[src/rtl/du_state_dumper_pkg.sv]
// Shared definitions for the debug-unit state dumper: FSM states and stream framing constants.
package du_state_dumper_pkg;

   typedef enum logic [2:0] {
      IDLE,
      SNAP,
      SEND_INT,
      REG_RD,
      REG_SEND,
      MEM_RD,
      MEM_SEND,
      FINISH
   } state_t;

   localparam logic [7:0]  HEADER     = 8'hD5;
   localparam int unsigned SNAP_BYTES = 43;
   localparam int unsigned N_REGS     = 32;

endpackage

[src/rtl/du_state_dumper_if.sv]
// Bundle of request, register/memory read and UART TX FIFO signals for the state dumper.
interface du_state_dumper_if #(
   parameter int NB_REG   = 32,
   parameter int NB_R_INT = 341
);
   logic                i_start;
   logic [NB_R_INT-1:0] i_intf_data;
   logic [4:0]          o_reg_addr;
   logic [NB_REG-1:0]   i_reg_data;
   logic [7:0]          o_mem_addr;
   logic [NB_REG-1:0]   i_mem_data;
   logic [7:0]          o_tx_data;
   logic                o_tx_wr;
   logic                i_tx_full;
   logic                o_busy;
   logic                o_done;

   modport slave (
      input  i_start, i_intf_data, i_reg_data, i_mem_data, i_tx_full,
      output o_reg_addr, o_mem_addr, o_tx_data, o_tx_wr, o_busy, o_done
   );

   modport master (
      output i_start, i_intf_data, i_reg_data, i_mem_data, i_tx_full,
      input  o_reg_addr, o_mem_addr, o_tx_data, o_tx_wr, o_busy, o_done
   );
endinterface

[src/rtl/du_word_serializer.sv]
// Splits a 32-bit word into four LSB-first bytes, advancing only when the TX FIFO has room.
module du_word_serializer (
   input  logic        clk,
   input  logic        rst,
   input  logic        load,
   input  logic [31:0] word,
   input  logic        tx_full,
   output logic [7:0]  tx_byte,
   output logic        ready,
   output logic        last
);
   logic [31:0] shreg;
   logic [1:0]  idx;

   always_ff @(posedge clk) begin
      if (rst) begin
         shreg <= '0;
         idx   <= '0;
         ready <= 1'b0;
      end else if (load) begin
         shreg <= word;
         idx   <= '0;
         ready <= 1'b1;
      end else if (ready && !tx_full) begin
         shreg <= {8'h00, shreg[31:8]};
         idx   <= idx + 2'd1;
         if (idx == 2'd3)
            ready <= 1'b0;
      end
   end

   assign tx_byte = shreg[7:0];
   assign last    = ready && (idx == 2'd3);
endmodule

[src/rtl/du_state_dumper.sv]
// Streams header, pipeline-latch snapshot, register file and data memory to the UART TX FIFO.
module du_state_dumper
   import du_state_dumper_pkg::*;
#(
   parameter int NB_REG      = 32,
   parameter int NB_R_INT    = 341,
   parameter int N_MEM_WORDS = 64
) (
   input  logic           i_du_clk,
   input  logic           i_du_reset,
   du_state_dumper_if.slave bus
);
   localparam int unsigned SNAP_W   = SNAP_BYTES * 8 + 8;
   localparam logic [5:0]  LAST_INT = 6'(SNAP_BYTES);
   localparam logic [4:0]  LAST_REG = 5'(N_REGS - 1);
   localparam logic [7:0]  LAST_MEM = 8'(N_MEM_WORDS - 1);

   state_t              state, state_next;
   logic [SNAP_W-1:0]   snap, snap_init;
   logic [5:0]          int_idx;
   logic [4:0]          reg_addr;
   logic [7:0]          mem_addr;
   logic [NB_REG-1:0]   ser_word;
   logic [7:0]          ser_byte;
   logic                ser_load, ser_ready, ser_last;
   logic                word_phase, sending, word_done;

   du_word_serializer u_ser (
      .clk     (i_du_clk),
      .rst     (i_du_reset),
      .load    (ser_load),
      .word    (ser_word),
      .tx_full (bus.i_tx_full),
      .tx_byte (ser_byte),
      .ready   (ser_ready),
      .last    (ser_last)
   );

   // The header byte rides below the snapshot so the whole preamble is one shift register.
   always_comb begin
      snap_init               = '0;
      snap_init[7:0]          = HEADER;
      snap_init[8 +: NB_R_INT] = bus.i_intf_data;
   end

   // First *_SEND cycle captures read data addressed in the preceding *_RD cycle.
   always_comb begin
      word_phase = (state == REG_SEND) || (state == MEM_SEND);
      ser_load   = word_phase && !ser_ready;
      ser_word   = (state == MEM_SEND) ? bus.i_mem_data : bus.i_reg_data;
      sending    = (state == SEND_INT) || (word_phase && ser_ready);
      word_done  = ser_last && !bus.i_tx_full;
   end

   always_comb begin
      state_next = state;
      case (state)
         IDLE:     if (bus.i_start) state_next = SNAP;
         SNAP:     state_next = SEND_INT;
         SEND_INT: if (!bus.i_tx_full && int_idx == LAST_INT) state_next = REG_RD;
         REG_RD:   state_next = REG_SEND;
         REG_SEND: if (word_done) state_next = (reg_addr == LAST_REG) ? MEM_RD : REG_RD;
         MEM_RD:   state_next = MEM_SEND;
         MEM_SEND: if (word_done) state_next = (mem_addr == LAST_MEM) ? FINISH : MEM_RD;
         FINISH:   state_next = IDLE;
         default:  state_next = IDLE;
      endcase
   end

   always_ff @(posedge i_du_clk) begin
      if (i_du_reset) state <= IDLE;
      else            state <= state_next;
   end

   always_ff @(posedge i_du_clk) begin
      if (i_du_reset) begin
         snap     <= '0;
         int_idx  <= '0;
         reg_addr <= '0;
         mem_addr <= '0;
      end else begin
         case (state)
            SNAP: begin
               snap     <= snap_init;
               int_idx  <= '0;
               reg_addr <= '0;
               mem_addr <= '0;
            end
            SEND_INT: if (!bus.i_tx_full) begin
               snap    <= {8'h00, snap[SNAP_W-1:8]};
               int_idx <= int_idx + 6'd1;
            end
            REG_SEND: if (word_done && reg_addr != LAST_REG) reg_addr <= reg_addr + 5'd1;
            MEM_SEND: if (word_done && mem_addr != LAST_MEM) mem_addr <= mem_addr + 8'd1;
            default: ;
         endcase
      end
   end

   // Reset gates the strobes combinationally so an abort emits nothing in its own cycle.
   assign bus.o_tx_wr    = sending && !bus.i_tx_full && !i_du_reset;
   assign bus.o_tx_data  = (state == SEND_INT) ? snap[7:0] : ser_byte;
   assign bus.o_busy     = (state != IDLE);
   assign bus.o_done     = (state == FINISH) && !i_du_reset;
   assign bus.o_reg_addr = reg_addr;
   assign bus.o_mem_addr = mem_addr;
endmodule
[src/flat_wrapper.sv]
// flat-port wrapper written by rule: the top's interface ports become plain ports
module du_state_dumper_flat import du_state_dumper_pkg::*;
#(
   parameter int NB_REG      = 32,
   parameter int NB_R_INT    = 341,
   parameter int N_MEM_WORDS = 64
)
  (i_du_clk, i_du_reset, bus_i_start, bus_i_intf_data, bus_i_reg_data, bus_i_mem_data, bus_i_tx_full, bus_o_reg_addr, bus_o_mem_addr, bus_o_tx_data, bus_o_tx_wr, bus_o_busy, bus_o_done);
  du_state_dumper_if #(.NB_REG(NB_REG), .NB_R_INT(NB_R_INT)) bus_i ();
  input  logic i_du_clk;
  input  logic i_du_reset;
  input wire logic [$bits(bus_i.i_start)-1:0] bus_i_start;
  input wire logic [$bits(bus_i.i_intf_data)-1:0] bus_i_intf_data;
  input wire logic [$bits(bus_i.i_reg_data)-1:0] bus_i_reg_data;
  input wire logic [$bits(bus_i.i_mem_data)-1:0] bus_i_mem_data;
  input wire logic [$bits(bus_i.i_tx_full)-1:0] bus_i_tx_full;
  output wire logic [$bits(bus_i.o_reg_addr)-1:0] bus_o_reg_addr;
  output wire logic [$bits(bus_i.o_mem_addr)-1:0] bus_o_mem_addr;
  output wire logic [$bits(bus_i.o_tx_data)-1:0] bus_o_tx_data;
  output wire logic [$bits(bus_i.o_tx_wr)-1:0] bus_o_tx_wr;
  output wire logic [$bits(bus_i.o_busy)-1:0] bus_o_busy;
  output wire logic [$bits(bus_i.o_done)-1:0] bus_o_done;
  assign bus_i.i_start = bus_i_start;
  assign bus_i.i_intf_data = bus_i_intf_data;
  assign bus_i.i_reg_data = bus_i_reg_data;
  assign bus_i.i_mem_data = bus_i_mem_data;
  assign bus_i.i_tx_full = bus_i_tx_full;
  assign bus_o_reg_addr = bus_i.o_reg_addr;
  assign bus_o_mem_addr = bus_i.o_mem_addr;
  assign bus_o_tx_data = bus_i.o_tx_data;
  assign bus_o_tx_wr = bus_i.o_tx_wr;
  assign bus_o_busy = bus_i.o_busy;
  assign bus_o_done = bus_i.o_done;
  du_state_dumper #(.NB_REG(NB_REG), .NB_R_INT(NB_R_INT), .N_MEM_WORDS(N_MEM_WORDS)) u_core (.i_du_clk(i_du_clk), .i_du_reset(i_du_reset), .bus(bus_i));
endmodule
[config.mk]
export PLATFORM = sky130hd
export DESIGN_NAME = du_state_dumper_flat
export DESIGN_NICKNAME = d
export VERILOG_FILES = /design/src/rtl/du_state_dumper_pkg.sv /design/src/rtl/du_state_dumper_if.sv /design/src/rtl/du_word_serializer.sv /design/src/rtl/du_state_dumper.sv /design/src/flat_wrapper.sv
export SDC_FILE = /design/constraint.sdc
export NUM_CORES = 1
export LEC_CHECK = 0
export CORE_AREA = 5 5 147 289
export CTS_CLUSTER_DIAMETER = 120
export DETAILED_ROUTE_END_ITERATION = 7
export DIE_AREA = 0 0 152 294
export GPL_TIMING_DRIVEN = 0
export PLACE_DENSITY = 0.78
export SYNTH_ARGS = -nofsm -noshare
export SYNTH_HDL_FRONTEND = slang
export SYNTH_SLANG_ARGS = --single-unit
[constraint.sdc]
create_clock -name i_du_clk -period 4.91 [get_ports i_du_clk]
set_input_delay 0.491 -clock i_du_clk [delete_from_list [all_inputs] [get_ports i_du_clk]]
set_output_delay 0.491 -clock i_du_clk [all_outputs]
set_load 0.05 [all_outputs]
==> results of run 1 <==
final cells by class:
cell class	count	area, µm²	area share [%]
clock buffers	57	1196	4.974
flip-flops and latches	406	8128	33.80
diodes	8	20.02	0.08325
well taps	530	663.1	2.758
plain buffers	219	879.6	3.658
repair buffers	431	4314	17.94
clock inverters	13	177.7	0.7389
multi-input cells	1656	8657	36.00
inverters	3	11.26	0.04683
cells by family (layout without fill, tap and decap cells):
group	count (synthesis)	count (layout)	synth area share (%)
adders and majority gates	5	5	0.3539
and+or+nand+nor	1181	1181	26.22
other	0	8	0
xor gates and xnor gates	6	6	0.2973
DFF	406	406	45.98
AOI/OAI and AO/OA	430	430	19.95
buffers and inverters	222	723	5.040
muxes	34	34	2.152
registers in the layout, summed over array words and instances, names as in the netlist:
register and count:
u_core.u_ser.ready 1, u_core.u_ser.shreg 32, u_core.bus.o_mem_addr 8, u_core.bus.o_reg_addr 5, u_core.u_ser.idx 2, u_core.int_idx 6
u_core.snap 349, u_core.state 3
layer usage:
layer	up-vias	global-route usage (%)	part of all wire, %
met5	-	0	0.19
met1	8516	24.66	33
met3	208	5.504	6.8
met2	741	52.14	54
met4	18	13.56	5.6
li1	8933	-	-
worst min-delay path, cell delays in order, from the launching register on:
cell and delay (ns):
dfxtp_1 0.31, nand2_1 0.05, a21oi_1 0.05
worst max path at each step:
stage	end	cells past startpoint
floorplan	bus_o_tx_wr	4
global placement	bus_o_tx_data[1]	7
detailed placement	bus_o_tx_data[3]	7
CTS	bus_o_tx_data[1]	7
global route	bus_o_tx_data[3]	7
finish	bus_o_tx_data[1]	7
power by group through the flow:
stage	clock network, mW	logic (mW)	registers, mW
after global routing	3.36	5.04	5.51
after global placement	0	4.32	5.37
after detailed placement	0	4.48	5.41
after CTS	3.25	4.51	5.36
after floorplan	0	3.19	5.17
final	3.20	4.51	5.38
cells in the final DEF, fill, tap and decap left out, types with 6 or more instances in the layout:
master,count
nand2b_1,6
clkdlybuf4s50_1,431
mux2_2,32
nand3_1,28
buf_2,46
clkbuf_8,11
dfxtp_1,406
buf_1,13
a21oi_1,47
clkbuf_1,165
nand2_1,737
diode_2,8
nor3_1,12
a22oi_1,32
clkbuf_16,41
a311oi_1,333
nor2_1,362
stage by stage:
| step | hold WS (ns) | cell area [µm²] |
|---|---|---|
| after global routing | 0.4790 | 24030 |
| final | 0.4610 | 24050 |
| after detailed placement | 0.4493 | 22650 |
| after floorplan | 0.4321 | 17680 |
| after global placement | 0.4397 | 22650 |
| after CTS | 0.4590 | 24030 |
==> metrics, run 1 <==
outcome=completed; DP Cell Count=~3.2k; worst vdd ir=a little over 300 µV; 1st-pass router iterations=5; fraction of layout cells with a size suffix above 1=roughly 5.4%; Sequential Power Share=about two fifths; Filler Cell Count=between 3k and 4k; Hold Path Stages=2; number of I/O port buffers=approximately 430; Worst R2R Path Depth=5; routability cong.=0.9521; CTS buffer count=38; Psw=roughly 4.8 mW; Hold Path Class=reg -> reg; MaxCap Viol Count=0; CTS Hold Bufs=0; Initial Utilization=roughly 44%; Finished Layout Cells=3323; clk_skew=around 0.016 ns; Post-synth EDFFs=0; largest net degree at the start of global routing=16; yosys warns=0; Int Pwr=a little over 8 mW; power share of the clock group=24.4%; # nets final=3169; RSZ-0062 raised after global routing=false; wire per inst=approximately 19 µm; Clock Tree Buf Depth=3; core area=40080 µm²; Post-Syn Area per Cell=7.739 µm²; worst hold start=u_core.snap[5]; GRT overflow=0; Vias=about 18k; Clk pin slew, worst setup/hold paths=roughly 0.070 ns; Tcrit/Tclk final=around 81%; Synth area leaders=dfxtp_1, a311oi_1, nand2_1; Fin. Hold Viols=0; Vias/cell=~5.5; worst-margin pin slew=around 0.74 ns; Final Util=60.00%; nature of the critical path endpoint=output port; sequential element share of the synthesized area=between 40 and 50%; Post-synth top flop=dfxtp_1; die area=between 40000 and 50000 µm²; top cell type's share of synthesized area=a little under half; die width=around 150 µm; worst reg2reg endpoint=u_core.snap[277]; antenna violations before repair=18; Root Buffer=clkbuf_16; fin. max-slew vios=0; Site Rows=approximately 100; Antenna Violating Nets Remaining=0; Yosys cell types=46; worst path cell trace=nand2b_1 -> nor2_1 -> clkbuf_1 -> clkbuf_1 -> nand2_1 -> nand2_1 -> clkdlybuf4s50_1; WS Path Type=reg -> out; CTS tree=done; Crit-path slowest cell=clkdlybuf4s50_1; Setup-failing EPs final=0; Setup WS post-layout=0.9464 ns; CP Launch Point=u_core.state[0]; DRC viols=0; GRT Util Overall=approximately a quarter; Die Y=about 300 µm; worst hold endpoint=u_core.snap[5]; crit path launch type=flop; Post-Route WL=about 62000 µm; Comb power frac=around 35%; Synth area leader=dfxtp_1; Reg-to-Reg Start=u_core.state[0]; number of global-route vias before repair=between 15k and 20k; #FFs+latches synth=406; count leader, synth=nand2_1; Final Total Pwr=around 13 mW; setup TNS=0 ns; first-pass GRT wire length=approximately 96000 µm; Peak Freq=about 0.25 GHz; detailed placement HPWL=49550 µm; arrival time worst endpoint=between 3 and 4 ns; I/O pins=433; Top Family by Delay on Critical Path=buffers and inverters; CTS resizes=0; syn_nets=2698; Crit Path Max Fanout=10; asr flop ratio synth=0%; Synth top cells by count=nand2_1, dfxtp_1, nor2_1; Synth Cell Area=around 18000 µm²; Setup WS pre-CTS=1.433 ns; WP buf/inv=3; H-tree depth=2; number of post-CTS setup repair buffers=0; min cycle time layout=roughly 4.0 ns; Worst R2R Setup Slack=2.22 ns; Mapped Cells=approximately 2.3k; Critical Path Max Stage Delay=between 0.8 and 0.9 ns; DR iter-0 viols=roughly 910; PD cells=544.4 nW/µm²; Leak Pwr=between 8 and 9 nW; area growth from synthesis to layout=36.04%; Worst EP required=4.42 ns; clk_lat worst skew=0.53 ns; total clock sinks=slightly above 400; Slew headroom=between 50 and 60%; sw frac=about 37%
(Power assumes the default switching activity.)
==> inputs of run 2 (changes only) <==
--- a/config.mk
+++ b/config.mk
@@ -10,7 +10,7 @@
 export DETAILED_ROUTE_END_ITERATION = 7
 export DIE_AREA = 0 0 152 294
 export GPL_TIMING_DRIVEN = 0
-export PLACE_DENSITY = 0.78
+export PLACE_DENSITY = 0.81
 export SYNTH_ARGS = -nofsm -noshare
 export SYNTH_HDL_FRONTEND = slang
 export SYNTH_SLANG_ARGS = --single-unit
==> constraint.sdc (replaced) <==
create_clock -name i_du_clk -period 3.5 [get_ports i_du_clk]
set_input_delay 0.35 -clock i_du_clk [delete_from_list [all_inputs] [get_ports i_du_clk]]
set_output_delay 0.35 -clock i_du_clk [all_outputs]
set_load 0.05 [all_outputs]
==> metrics, run 2 (synthesis gave the netlist of run 1 again) <==
PD cells=762.1 nW/µm² (+40%); Finished Layout Cells=3311 (-0.36%); Site Rows=104 (unchanged); Final Util=59.62% (-0.38 points); nature of the critical path endpoint=output port; Slew headroom=48.90% (-1.9 points); CTS buffer count=37 (-2.6%); Hold Path Class=in -> reg; detailed placement HPWL=50150 µm (+1.2%); Tcrit/Tclk final=between 90% and 100%; GRT Util Overall=26.67% (+0.48 points); die width=152 µm (unchanged); I/O pins=433 (unchanged); RSZ-0062 raised after global routing=false; Setup WS pre-CTS=0.1085 ns (-1.325 ns); Most flops, register=u_core.snap; setup TNS=0 ns (unchanged); Worst EP required=3.15 ns (-1.27 ns); Vias=18.72k (+1.6%); max reg flops=349 (unchanged); commonest non-fill, non-tap cell in the layout=nand2_1; Peak Freq=around 0.30 GHz; MaxCap Viol Count=0 (unchanged); GRT overflow=0 (unchanged); arrival time worst endpoint=3.01 ns (-0.46 ns); clk_lat worst skew=0.53 ns (about the same); Clk pin slew, worst setup/hold paths=0.07 ns (about the same); Post-Route WL=63760 µm (+2.6%); antenna violations before repair=11 (-7); post-route cell area=23900 µm² (-0.63%); DP Cell Count=3245 (unchanged); total clock sinks=406 (unchanged); Reg-to-Reg Start=u_core.state[0]; Initial Utilization=44.10% (unchanged); Die Y=294 µm (unchanged); outcome=completed; first-pass GRT wire length=98060 µm (+2.0%); number of global-route vias before repair=19.05k (-0.052%); min cycle time layout=between 3 and 4 ns; clk_skew=0.01780 ns (+0.001855 ns); H-tree depth=2 (unchanged); fraction of layout cells with a size suffix above 1=5.257% (-0.093 points); 1st-pass router iterations=7 (+2); Setup-failing EPs final=0 (unchanged); number of post-CTS setup repair buffers=0 (unchanged); Crit Path Max Fanout=10 (unchanged); die area=44690 µm² (unchanged); DR iter-0 viols=1003 (+11%); Antenna Violating Nets Remaining=0 (unchanged); Leak Pwr=8.734 nW (-0.29%); WS Path Type=reg -> out; commonest non-fill, non-tap cells in the layout=nand2_1, clkdlybuf4s50_1, dfxtp_1, nor2_1, a311oi_1; CP Launch Point=u_core.state[0]; worst-margin pin slew=0.7665 ns (+0.02795 ns); CP Capture Point=bus_o_tx_data[4]; CTS tree=done; Worst R2R Path Depth=5 (unchanged); wire per inst=19.26 µm (+3.0%); core area=40080 µm² (unchanged); fin. max-slew vios=0 (unchanged); Clock Tree Buf Depth=3 (unchanged); DRC viols=0 (unchanged); worst vdd ir=542.5 µV (+76%); Post-DP Area=22650 µm² (unchanged); Fin. Hold Viols=0 (unchanged); number of I/O port buffers=431 (unchanged); # nets final=3168 (-0.032%); Setup WS post-layout=0.1351 ns (-0.8113 ns); worst reg2reg endpoint=u_core.snap[334]; Vias/cell=5.654 (+2.0%); area growth from synthesis to layout=35.19%; crit path launch type=flop; largest net degree at the start of global routing=16 (unchanged); routability cong.=0.9377 (-1.5%); CTS Hold Bufs=0 (unchanged); Root Buffer=clkbuf_16; Worst R2R Setup Slack=0.76 ns (-1.46 ns)
==> run 2: worst min-delay path by stage <==
stage | from | endpoint | slack, ns | cells after the start
2_1_floorplan | u_core.snap[1] | u_core.snap[1] | 0.43 | 2
4_1_cts | bus_i_intf_data[218] | u_core.snap[226] | 0.38 | 3
5_1_grt | bus_i_intf_data[226] | u_core.snap[234] | 0.40 | 3
3_5_place_dp | u_core.snap[1] | u_core.snap[1] | 0.44 | 2
6_report | bus_i_intf_data[187] | u_core.snap[195] | 0.40 | 3
3_3_place_gp | u_core.snap[5] | u_core.snap[5] | 0.44 | 2
==> run 2: worst max-delay path, cell delays in order, from the launching register on <==
cell and delay [ns]:
dfxtp_1 0.43, nand2b_1 0.25, nand2b_1 0.13, buf_2 0.29, buf_2 0.29, clkbuf_1 0.38, nand2_1 0.11, nand2_1 0.08
dlygate4sd2_1 0.53
==> run 2: stage by stage <==
| step | hold WS, ns | power, mW |
|---|---|---|
| after detailed placement | 0.4448 | 13.91 |
| final | 0.3985 | 18.21 |
| after floorplan | 0.4321 | 11.73 |
| after global placement | 0.4419 | 13.59 |
| after global routing | 0.4037 | 19.31 |
| after CTS | 0.3801 | 18.16 |
==> run 2: where the power goes <==
group | total (mW) | leakage [nW] | switching [mW] | internal, mW
registers | 7.57 | 3.34 | 1.08 | 6.49
clock network | 4.26 | 0.612 | 1.80 | 2.46
logic | 6.38 | 4.79 | 3.93 | 2.44
==> run 2: timing repair <==
| action | CTS | global route |
|---|---|---|
| hold endpoints to repair | 0 | 0 |
| gates cloned | 0 | 0 |
| setup endpoints to repair | 8 | 1 |
| resized for setup | 10 | 2 |
==> run 2: routing by layer <==
layer / track usage (%) / vias up / wire length [µm]
met5: 0 / - / 93
met4: 13.28 / 14 / 3220
met3: 5.607 / 190 / 4502
met2: 52.81 / 844 / 34410
met1: 25.58 / 8747 / 21530
li1: - / 8924 / -
==> run 2: final cells by class <==
type | instances | area (µm²)
clock inverters | 15 | 209.0
flip-flops and latches | 406 | 8128
multi-input cells | 1656 | 8660
fillers | 3584 | 16180
plain buffers | 219 | 880.8
clock buffers | 47 | 1033
inverters | 3 | 11.26
well taps | 530 | 663.1
diodes | 4 | 10.01
repair buffers | 431 | 4300
